===== src/rtl/mb_point_test_rx_if.sv =====
// Handshake/bus bundle between a calibration FSM (master) and the point-test receiver (slave).
interface mb_point_test_rx_if #(
  parameter int NUM_LANES = 16
);
  logic                 i_en;
  logic                 i_mainband_or_valtrain_test;
  logic                 i_pattern_valid;
  logic [NUM_LANES-1:0] i_rx_lane_bits;
  logic                 i_rx_valid_bit;
  logic [15:0]          o_rx_lanes_result;
  logic                 o_test_ack;
  logic                 o_timeout;
  logic                 o_busy;

  modport master (
    output i_en, i_mainband_or_valtrain_test, i_pattern_valid, i_rx_lane_bits, i_rx_valid_bit,
    input  o_rx_lanes_result, o_test_ack, o_timeout, o_busy
  );

  modport slave (
    input  i_en, i_mainband_or_valtrain_test, i_pattern_valid, i_rx_lane_bits, i_rx_valid_bit,
    output o_rx_lanes_result, o_test_ack, o_timeout, o_busy
  );
endinterface


===== src/rtl/mb_point_test_rx.sv =====
// MBTRAIN receiver point test: compares received lane (or valid-lane) bits against a local
// expected pattern over NUM_ITER beats and reports a per-lane pass mask with an ack handshake.
module mb_point_test_rx #(
  parameter int          NUM_LANES  = 16,
  parameter int          NUM_ITER   = 4096,
  parameter int          ERR_W      = 12,
  parameter int          ERR_THRESH = 0,
  parameter int          TIMEOUT    = 8192,
  parameter logic [15:0] LFSR_SEED  = 16'hACE1
) (
  input logic               clk,
  input logic               rst,
  mb_point_test_rx_if.slave bus
);

  localparam int BEAT_W = (NUM_ITER > 1) ? $clog2(NUM_ITER) : 1;
  localparam int TMO_W  = (TIMEOUT > 1) ? $clog2(TIMEOUT) : 1;

  localparam logic [1:0] S_IDLE = 2'd0;
  localparam logic [1:0] S_WAIT = 2'd1;
  localparam logic [1:0] S_CMP  = 2'd2;
  localparam logic [1:0] S_DONE = 2'd3;

  localparam logic [BEAT_W-1:0] LAST_BEAT = BEAT_W'(NUM_ITER - 1);
  localparam logic [TMO_W-1:0]  LAST_TMO  = TMO_W'(TIMEOUT - 1);
  localparam logic [ERR_W-1:0]  THRESH    = ERR_W'(ERR_THRESH);

  logic [1:0]        state_q, state_d;
  logic              mode_q, mode_d;
  logic [15:0]       lfsr_q, lfsr_d;
  logic [2:0]        phase_q, phase_d;
  logic [BEAT_W-1:0] beat_cnt_q, beat_cnt_d;
  logic [TMO_W-1:0]  tmo_cnt_q, tmo_cnt_d;
  logic [ERR_W-1:0]  err_q [NUM_LANES];
  logic [ERR_W-1:0]  err_d [NUM_LANES];
  logic [ERR_W-1:0]  err_upd [NUM_LANES];
  logic [15:0]       result_q, result_d;
  logic              ack_q, ack_d;
  logic              timeout_q, timeout_d;

  logic              exp_bit;
  logic              compare;
  logic [NUM_LANES-1:0] miss;
  logic [15:0]       pass_vec;

  function automatic logic [ERR_W-1:0] sat_inc(input logic [ERR_W-1:0] cnt, input logic inc);
    if (inc && (cnt != {ERR_W{1'b1}})) return cnt + ERR_W'(1);
    return cnt;
  endfunction

  // Fibonacci x^16+x^14+x^13+x^11+1, shifting right; bit 0 is the expected data bit.
  function automatic logic [15:0] lfsr_next(input logic [15:0] l);
    return {l[0] ^ l[2] ^ l[3] ^ l[5], l[15:1]};
  endfunction

  assign exp_bit = mode_q ? ~phase_q[2] : lfsr_q[0];
  assign compare = bus.i_en && bus.i_pattern_valid && ((state_q == S_WAIT) || (state_q == S_CMP));

  // In VALTRAIN mode only the valid lane is checked and it is accounted on lane 0.
  always_comb begin
    miss = '0;
    for (int i = 0; i < NUM_LANES; i++) begin
      if (mode_q) begin
        if (i == 0) miss[i] = bus.i_rx_valid_bit ^ exp_bit;
      end else begin
        miss[i] = bus.i_rx_lane_bits[i] ^ exp_bit;
      end
    end
  end

  always_comb begin
    pass_vec = '0;
    for (int i = 0; i < NUM_LANES; i++) begin
      err_upd[i] = sat_inc(err_q[i], miss[i]);
      if (!mode_q || (i == 0)) pass_vec[i] = (err_upd[i] <= THRESH);
    end
  end

  always_comb begin
    state_d    = state_q;
    mode_d     = mode_q;
    lfsr_d     = lfsr_q;
    phase_d    = phase_q;
    beat_cnt_d = beat_cnt_q;
    tmo_cnt_d  = tmo_cnt_q;
    result_d   = result_q;
    ack_d      = ack_q;
    timeout_d  = timeout_q;
    for (int i = 0; i < NUM_LANES; i++) err_d[i] = err_q[i];

    case (state_q)
      S_IDLE: begin
        if (bus.i_en) begin
          state_d    = S_WAIT;
          mode_d     = bus.i_mainband_or_valtrain_test;
          lfsr_d     = LFSR_SEED;
          phase_d    = '0;
          beat_cnt_d = '0;
          tmo_cnt_d  = '0;
          for (int i = 0; i < NUM_LANES; i++) err_d[i] = '0;
        end
      end
      S_WAIT, S_CMP: begin
        if (!bus.i_en) begin
          state_d = S_IDLE;
        end else if (compare) begin
          lfsr_d     = lfsr_next(lfsr_q);
          phase_d    = phase_q + 3'd1;
          beat_cnt_d = beat_cnt_q + BEAT_W'(1);
          for (int i = 0; i < NUM_LANES; i++) err_d[i] = err_upd[i];
          if (beat_cnt_q == LAST_BEAT) begin
            state_d  = S_DONE;
            ack_d    = 1'b1;
            result_d = pass_vec;
          end else begin
            state_d = S_CMP;
          end
        end else if (state_q == S_WAIT) begin
          tmo_cnt_d = tmo_cnt_q + TMO_W'(1);
          if (tmo_cnt_q == LAST_TMO) begin
            state_d   = S_DONE;
            ack_d     = 1'b1;
            timeout_d = 1'b1;
            result_d  = '0;
          end
        end
      end
      default: begin
        if (!bus.i_en) begin
          state_d   = S_IDLE;
          ack_d     = 1'b0;
          timeout_d = 1'b0;
        end
      end
    endcase
  end

  always_ff @(posedge clk) begin
    if (rst) begin
      state_q    <= S_IDLE;
      mode_q     <= 1'b0;
      lfsr_q     <= LFSR_SEED;
      phase_q    <= '0;
      beat_cnt_q <= '0;
      tmo_cnt_q  <= '0;
      result_q   <= '0;
      ack_q      <= 1'b0;
      timeout_q  <= 1'b0;
      for (int i = 0; i < NUM_LANES; i++) err_q[i] <= '0;
    end else begin
      state_q    <= state_d;
      mode_q     <= mode_d;
      lfsr_q     <= lfsr_d;
      phase_q    <= phase_d;
      beat_cnt_q <= beat_cnt_d;
      tmo_cnt_q  <= tmo_cnt_d;
      result_q   <= result_d;
      ack_q      <= ack_d;
      timeout_q  <= timeout_d;
      for (int i = 0; i < NUM_LANES; i++) err_q[i] <= err_d[i];
    end
  end

  assign bus.o_rx_lanes_result = result_q;
  assign bus.o_test_ack        = ack_q;
  assign bus.o_timeout         = timeout_q;
  assign bus.o_busy            = (state_q == S_WAIT) || (state_q == S_CMP);

endmodule


===== src/flat_wrapper.sv =====
// flat-port wrapper written by rule: the top's interface ports become plain ports
module mb_point_test_rx_flat 
#(
  parameter int          NUM_LANES  = 16,
  parameter int          NUM_ITER   = 4096,
  parameter int          ERR_W      = 12,
  parameter int          ERR_THRESH = 0,
  parameter int          TIMEOUT    = 8192,
  parameter logic [15:0] LFSR_SEED  = 16'hACE1
)
  (clk, rst, bus_i_en, bus_i_mainband_or_valtrain_test, bus_i_pattern_valid, bus_i_rx_lane_bits, bus_i_rx_valid_bit, bus_o_rx_lanes_result, bus_o_test_ack, bus_o_timeout, bus_o_busy);
  mb_point_test_rx_if #(.NUM_LANES(NUM_LANES)) bus_i ();
  input logic clk;
  input logic rst;
  input wire logic [$bits(bus_i.i_en)-1:0] bus_i_en;
  input wire logic [$bits(bus_i.i_mainband_or_valtrain_test)-1:0] bus_i_mainband_or_valtrain_test;
  input wire logic [$bits(bus_i.i_pattern_valid)-1:0] bus_i_pattern_valid;
  input wire logic [$bits(bus_i.i_rx_lane_bits)-1:0] bus_i_rx_lane_bits;
  input wire logic [$bits(bus_i.i_rx_valid_bit)-1:0] bus_i_rx_valid_bit;
  output wire logic [$bits(bus_i.o_rx_lanes_result)-1:0] bus_o_rx_lanes_result;
  output wire logic [$bits(bus_i.o_test_ack)-1:0] bus_o_test_ack;
  output wire logic [$bits(bus_i.o_timeout)-1:0] bus_o_timeout;
  output wire logic [$bits(bus_i.o_busy)-1:0] bus_o_busy;
  assign bus_i.i_en = bus_i_en;
  assign bus_i.i_mainband_or_valtrain_test = bus_i_mainband_or_valtrain_test;
  assign bus_i.i_pattern_valid = bus_i_pattern_valid;
  assign bus_i.i_rx_lane_bits = bus_i_rx_lane_bits;
  assign bus_i.i_rx_valid_bit = bus_i_rx_valid_bit;
  assign bus_o_rx_lanes_result = bus_i.o_rx_lanes_result;
  assign bus_o_test_ack = bus_i.o_test_ack;
  assign bus_o_timeout = bus_i.o_timeout;
  assign bus_o_busy = bus_i.o_busy;
  mb_point_test_rx #(.NUM_LANES(NUM_LANES), .NUM_ITER(NUM_ITER), .ERR_W(ERR_W), .ERR_THRESH(ERR_THRESH), .TIMEOUT(TIMEOUT), .LFSR_SEED(LFSR_SEED)) u_core (.clk(clk), .rst(rst), .bus(bus_i));
endmodule

===== config.mk =====
export PLATFORM = sky130hd
export DESIGN_NAME = mb_point_test_rx_flat
export DESIGN_NICKNAME = d
export VERILOG_FILES = /design/src/rtl/mb_point_test_rx_if.sv /design/src/rtl/mb_point_test_rx.sv /design/src/flat_wrapper.sv
export SDC_FILE = /design/constraint.sdc
export NUM_CORES = 1
export LEC_CHECK = 0
export ABC_AREA = 1
export CAP_MARGIN = 25
export CELL_PAD_IN_SITES_DETAIL_PLACEMENT = 1
export CELL_PAD_IN_SITES_GLOBAL_PLACEMENT = 1
export CORE_MARGIN = 10
export CORE_UTILIZATION = 45
export DETAILED_ROUTE_END_ITERATION = 10
export PLACE_DENSITY = 0.93
export SKIP_CTS_REPAIR_TIMING = 1
export SLEW_MARGIN = 20
export SYNTH_ARGS = -nofsm -noshare
export SYNTH_HDL_FRONTEND = slang
export SYNTH_SLANG_ARGS = --single-unit

===== constraint.sdc =====
create_clock -name clk -period 2.6 [get_ports clk]
set_input_delay 0.52 -clock clk [delete_from_list [all_inputs] [get_ports clk]]
set_output_delay 0.52 -clock clk [all_outputs]
set_load 0.01 [all_outputs]

==> metrics.md <==
| Metric | Value |
|---|---|
| Detailed Routing Iterations Pass 1 | `5` |
| Number of diodes | `0` |
| Critical R2R Launch | `u_core.state_q[0]` |
| Critical Path AT | `around 2 ns` |
| Iteration-0 DRC Markers | `approximately 1000` |
| Worst-Skew Late Latency | `~0.60 ns` |
| Worst Hold Launch | `rst` |
| Initial Util | `0.4551` |
| CTS sink cnt | `approximately 260` |
| Area contributors post-synth | `dfxtp_1 30%, nand2_1 24%, nor2_1 7.0%` |
| Core box area | `roughly 38000 um2` |
| Synth cell types | `between 40 and 50` |
| Mapped Area | `roughly 17000 um2` |
| Min Clock Period, post-route | `2.489 ns` |
| Relative slew slack | `0.5984` |
| Class of the worst hold path | `primary input to flop` |
| TritonCTS clock tree | `done` |
| Hold violation count in the final report | `0` |
| Avg Cell Area, Syn | `slightly above 6 um2` |
| Pins over their slew limit | `0` |
| Yosys top cell area share | `0.3008` |
| Syn-to-layout area delta | `11.47%` |
| Crit path kind | `flop to output pin` |
| Reg clk slew, reported paths | `~0.060 ns` |
| Root buffer cell | `clkbuf_16` |
| Die Area | `46200 um2` |
| Fin worst setup slack | `around 0.11 ns` |
| Ys flop type | `dfxtp_1` |
| Die Wd | `about 210 um` |
| Net count, final | `about 2900` |
| Critical path required time | `2.08 ns` |
| Top cells by count, synth | `1096 x nand2_1, 320 x nor2_1, 257 x dfxtp_1` |
| IO Count | `between 40 and 50` |
| Total congestion overflow | `0` |
| Worst r2r dst | `u_core.bus.o_rx_lanes_result[15]` |
| Max Cap Viol | `0` |
| Leakage power | `slightly above 7 nW` |
| Final setup fails | `0` |
| Part of the Yosys area used for sequential elements | `0.3008` |
| Antenna viol nets, final | `0` |
| Achievable Freq | `about 400 MHz` |
| First-pass GRT wire length | `around 96000 um` |
| Vias in the first global route | `20200` |
| Top-count cell post-synth | `nand2_1` |
| Pre-CTS setup slack | `-0.01646 ns` |
| Non-Filler Instances | `around 3400` |
| Area leader, netlist | `dfxtp_1` |
| RSZ-0062 raised after global routing | `no` |
| Tcrit/Tclk final | `0.9572` |
| Inst Count DP | `~3300` |
| Core Util, Final | `0.5073` |
| H-Tree Depth | `1` |
| Number of synthesized register bits | `257` |
| CP endpoint kind | `output pin` |
| PortBufs | `40` |
| Ys async rst share | `0` |
| Crit path max fanout | `6` |
| Core Rows | `between 70 and 80` |
| Syn_nets | `between 2000 and 3000` |
| Largest net degree at the start of global routing | `between 100 and 150` |
| Clock Tree Buf Depth | `3` |
| PwrDens | `around 650 nW/um2` |
| Overall global routing resource usage | `0.2390` |
| Status | `finished clean` |
| Setup tns final | `0 ns` |
| CP endpoint | `bus_o_busy` |
| Synth Instances | `roughly 2800` |
| Total Wirelength | `57150 um` |
| Setup crit start | `u_core.state_q[0]` |
| Final estimated routing congestion in global placement | `between 0.8 and 0.9` |
| Wire per inst | `approximately 17 um` |
| Worst-margin pin slew | `around 0.6 ns` |
| Startpoint Class | `flop` |
| DP HPWL | `38600 um` |
| Synth warnings | `0` |
| Flop-to-flop setup slack | `0.18 ns` |
| Total Power | `around 12 mW` |
| R2R depth | `10` |
| Clk_skew | `0.02122 ns` |
| CTS buffer count | `31` |
| Maximum vdd ir drop | `approximately 700 uV` |
| Share of cells above drive strength 1 | `0.06936` |
| Vias/cell | `5.566` |
| Remaining DRCs | `0` |
| Die Ht | `215.0 um` |
| Initial antenna violation count | `0` |
| EDFF count, synth | `0` |
| DR vias | `18810` |
layout by cell type, fill, tap and decap left out, types with 11 or more instances in the layout:
cell	synthesis	routed
xor2_1	48	48
clkbuf_16	0	31
nor3_1	28	28
nand4_1	56	56
nand3b_1	25	25
nand3_2	16	16
clkdlybuf4s50_1	0	39
ha_1	25	24
nand2_2	18	18
o21ai_1	13	13
nor2_1	320	320
nand2_1	1096	1096
inv_2	19	18
o21ai_0	34	34
buf_12	1	12
nor2_4	11	11
xnor2_1	23	23
a21oi_1	222	222
inv_1	223	223
dfxtp_1	257	257
o22ai_1	11	11
buf_4	0	21
nand2_4	12	12
nand3_1	213	213
nor2_2	14	14
critical path, cell delays in order (launching register included):
cell and delay [ns]:
dfxtp_1 0.39, inv_1 0.12, ha_4 0.32, clkdlybuf4s50_1 0.54
power breakdown:
part	leakage, nW	total (mW)	switching [mW]	internal (mW)
logic	4.66	3.76	2.72	1.03
registers	2.07	4.12	0.0943	4.03
clock network	0.516	4.60	1.86	2.74
total	7.24	12.5	4.68	7.80
sequential cells by signal (all words and copies together) (netlist names):
name                          count
u_core.bus.o_test_ack             1
u_core.err_q                    192
u_core.beat_cnt_q                12
u_core.bus.o_rx_lanes_result     16
u_core.tmo_cnt_q                 13
u_core.bus.o_timeout              1
u_core.phase_q                    3
u_core.lfsr_q                    16
u_core.state_q                    2
u_core.mode_q                     1
how the worst min path moves through the flow:
| stage | to | slack, ns | depth (start not counted) |
|---|---|---|---|
| global route | u_core.bus.o_rx_lanes_result[0] | 0.21 | 2 |
| global placement | u_core.bus.o_test_ack | 0.44 | 2 |
| finish | u_core.bus.o_rx_lanes_result[0] | 0.22 | 2 |
| detailed placement | u_core.phase_q[0] | 0.45 | 1 |
| CTS | u_core.bus.o_rx_lanes_result[0] | 0.19 | 2 |
| floorplan | u_core.phase_q[2] | 0.42 | 1 |
cells by family after synthesis:
group           count (synthesis)  synth area share
buf+inv                       341           0.08699
compound gates                316           0.09993
flops                         257            0.3008
fa+ha+maj                      25           0.01829
simple gates                 1826            0.4576
xor+xnor                       71           0.03636
area by class of cell:
type | instances | area [um2]
fill | 5183 | 18510
multi-input combinational | 2238 | 10480
sequential | 257 | 5145
inverter | 246 | 943.4
clock buffer | 42 | 877.1
timing repair buffer | 73 | 799.5
tap | 511 | 639.4
clock inverter | 13 | 177.7
through the flow:
step / instance area (um2) / hold WS, ns
CTS: 19050 / 0.1936
global route: 19060 / 0.2068
global placement: 17990 / 0.4434
floorplan: 17100 / 0.4218
finish: 19060 / 0.2188
detailed placement: 17990 / 0.4526
routing by layer:
layer | wire length, um | vias up | GRT usage | share of wire
li1 | - | 9087 | - | -
met1 | 24000 | 9206 | 0.2679 | 0.42
met2 | 29250 | 376 | 0.4476 | 0.51
met3 | 2137 | 144 | 0.03413 | 0.037
met4 | 1763 | 0 | 0.08745 | 0.031
met5 | 0 | - | 0 | 0
(Power assumes the default switching activity.)
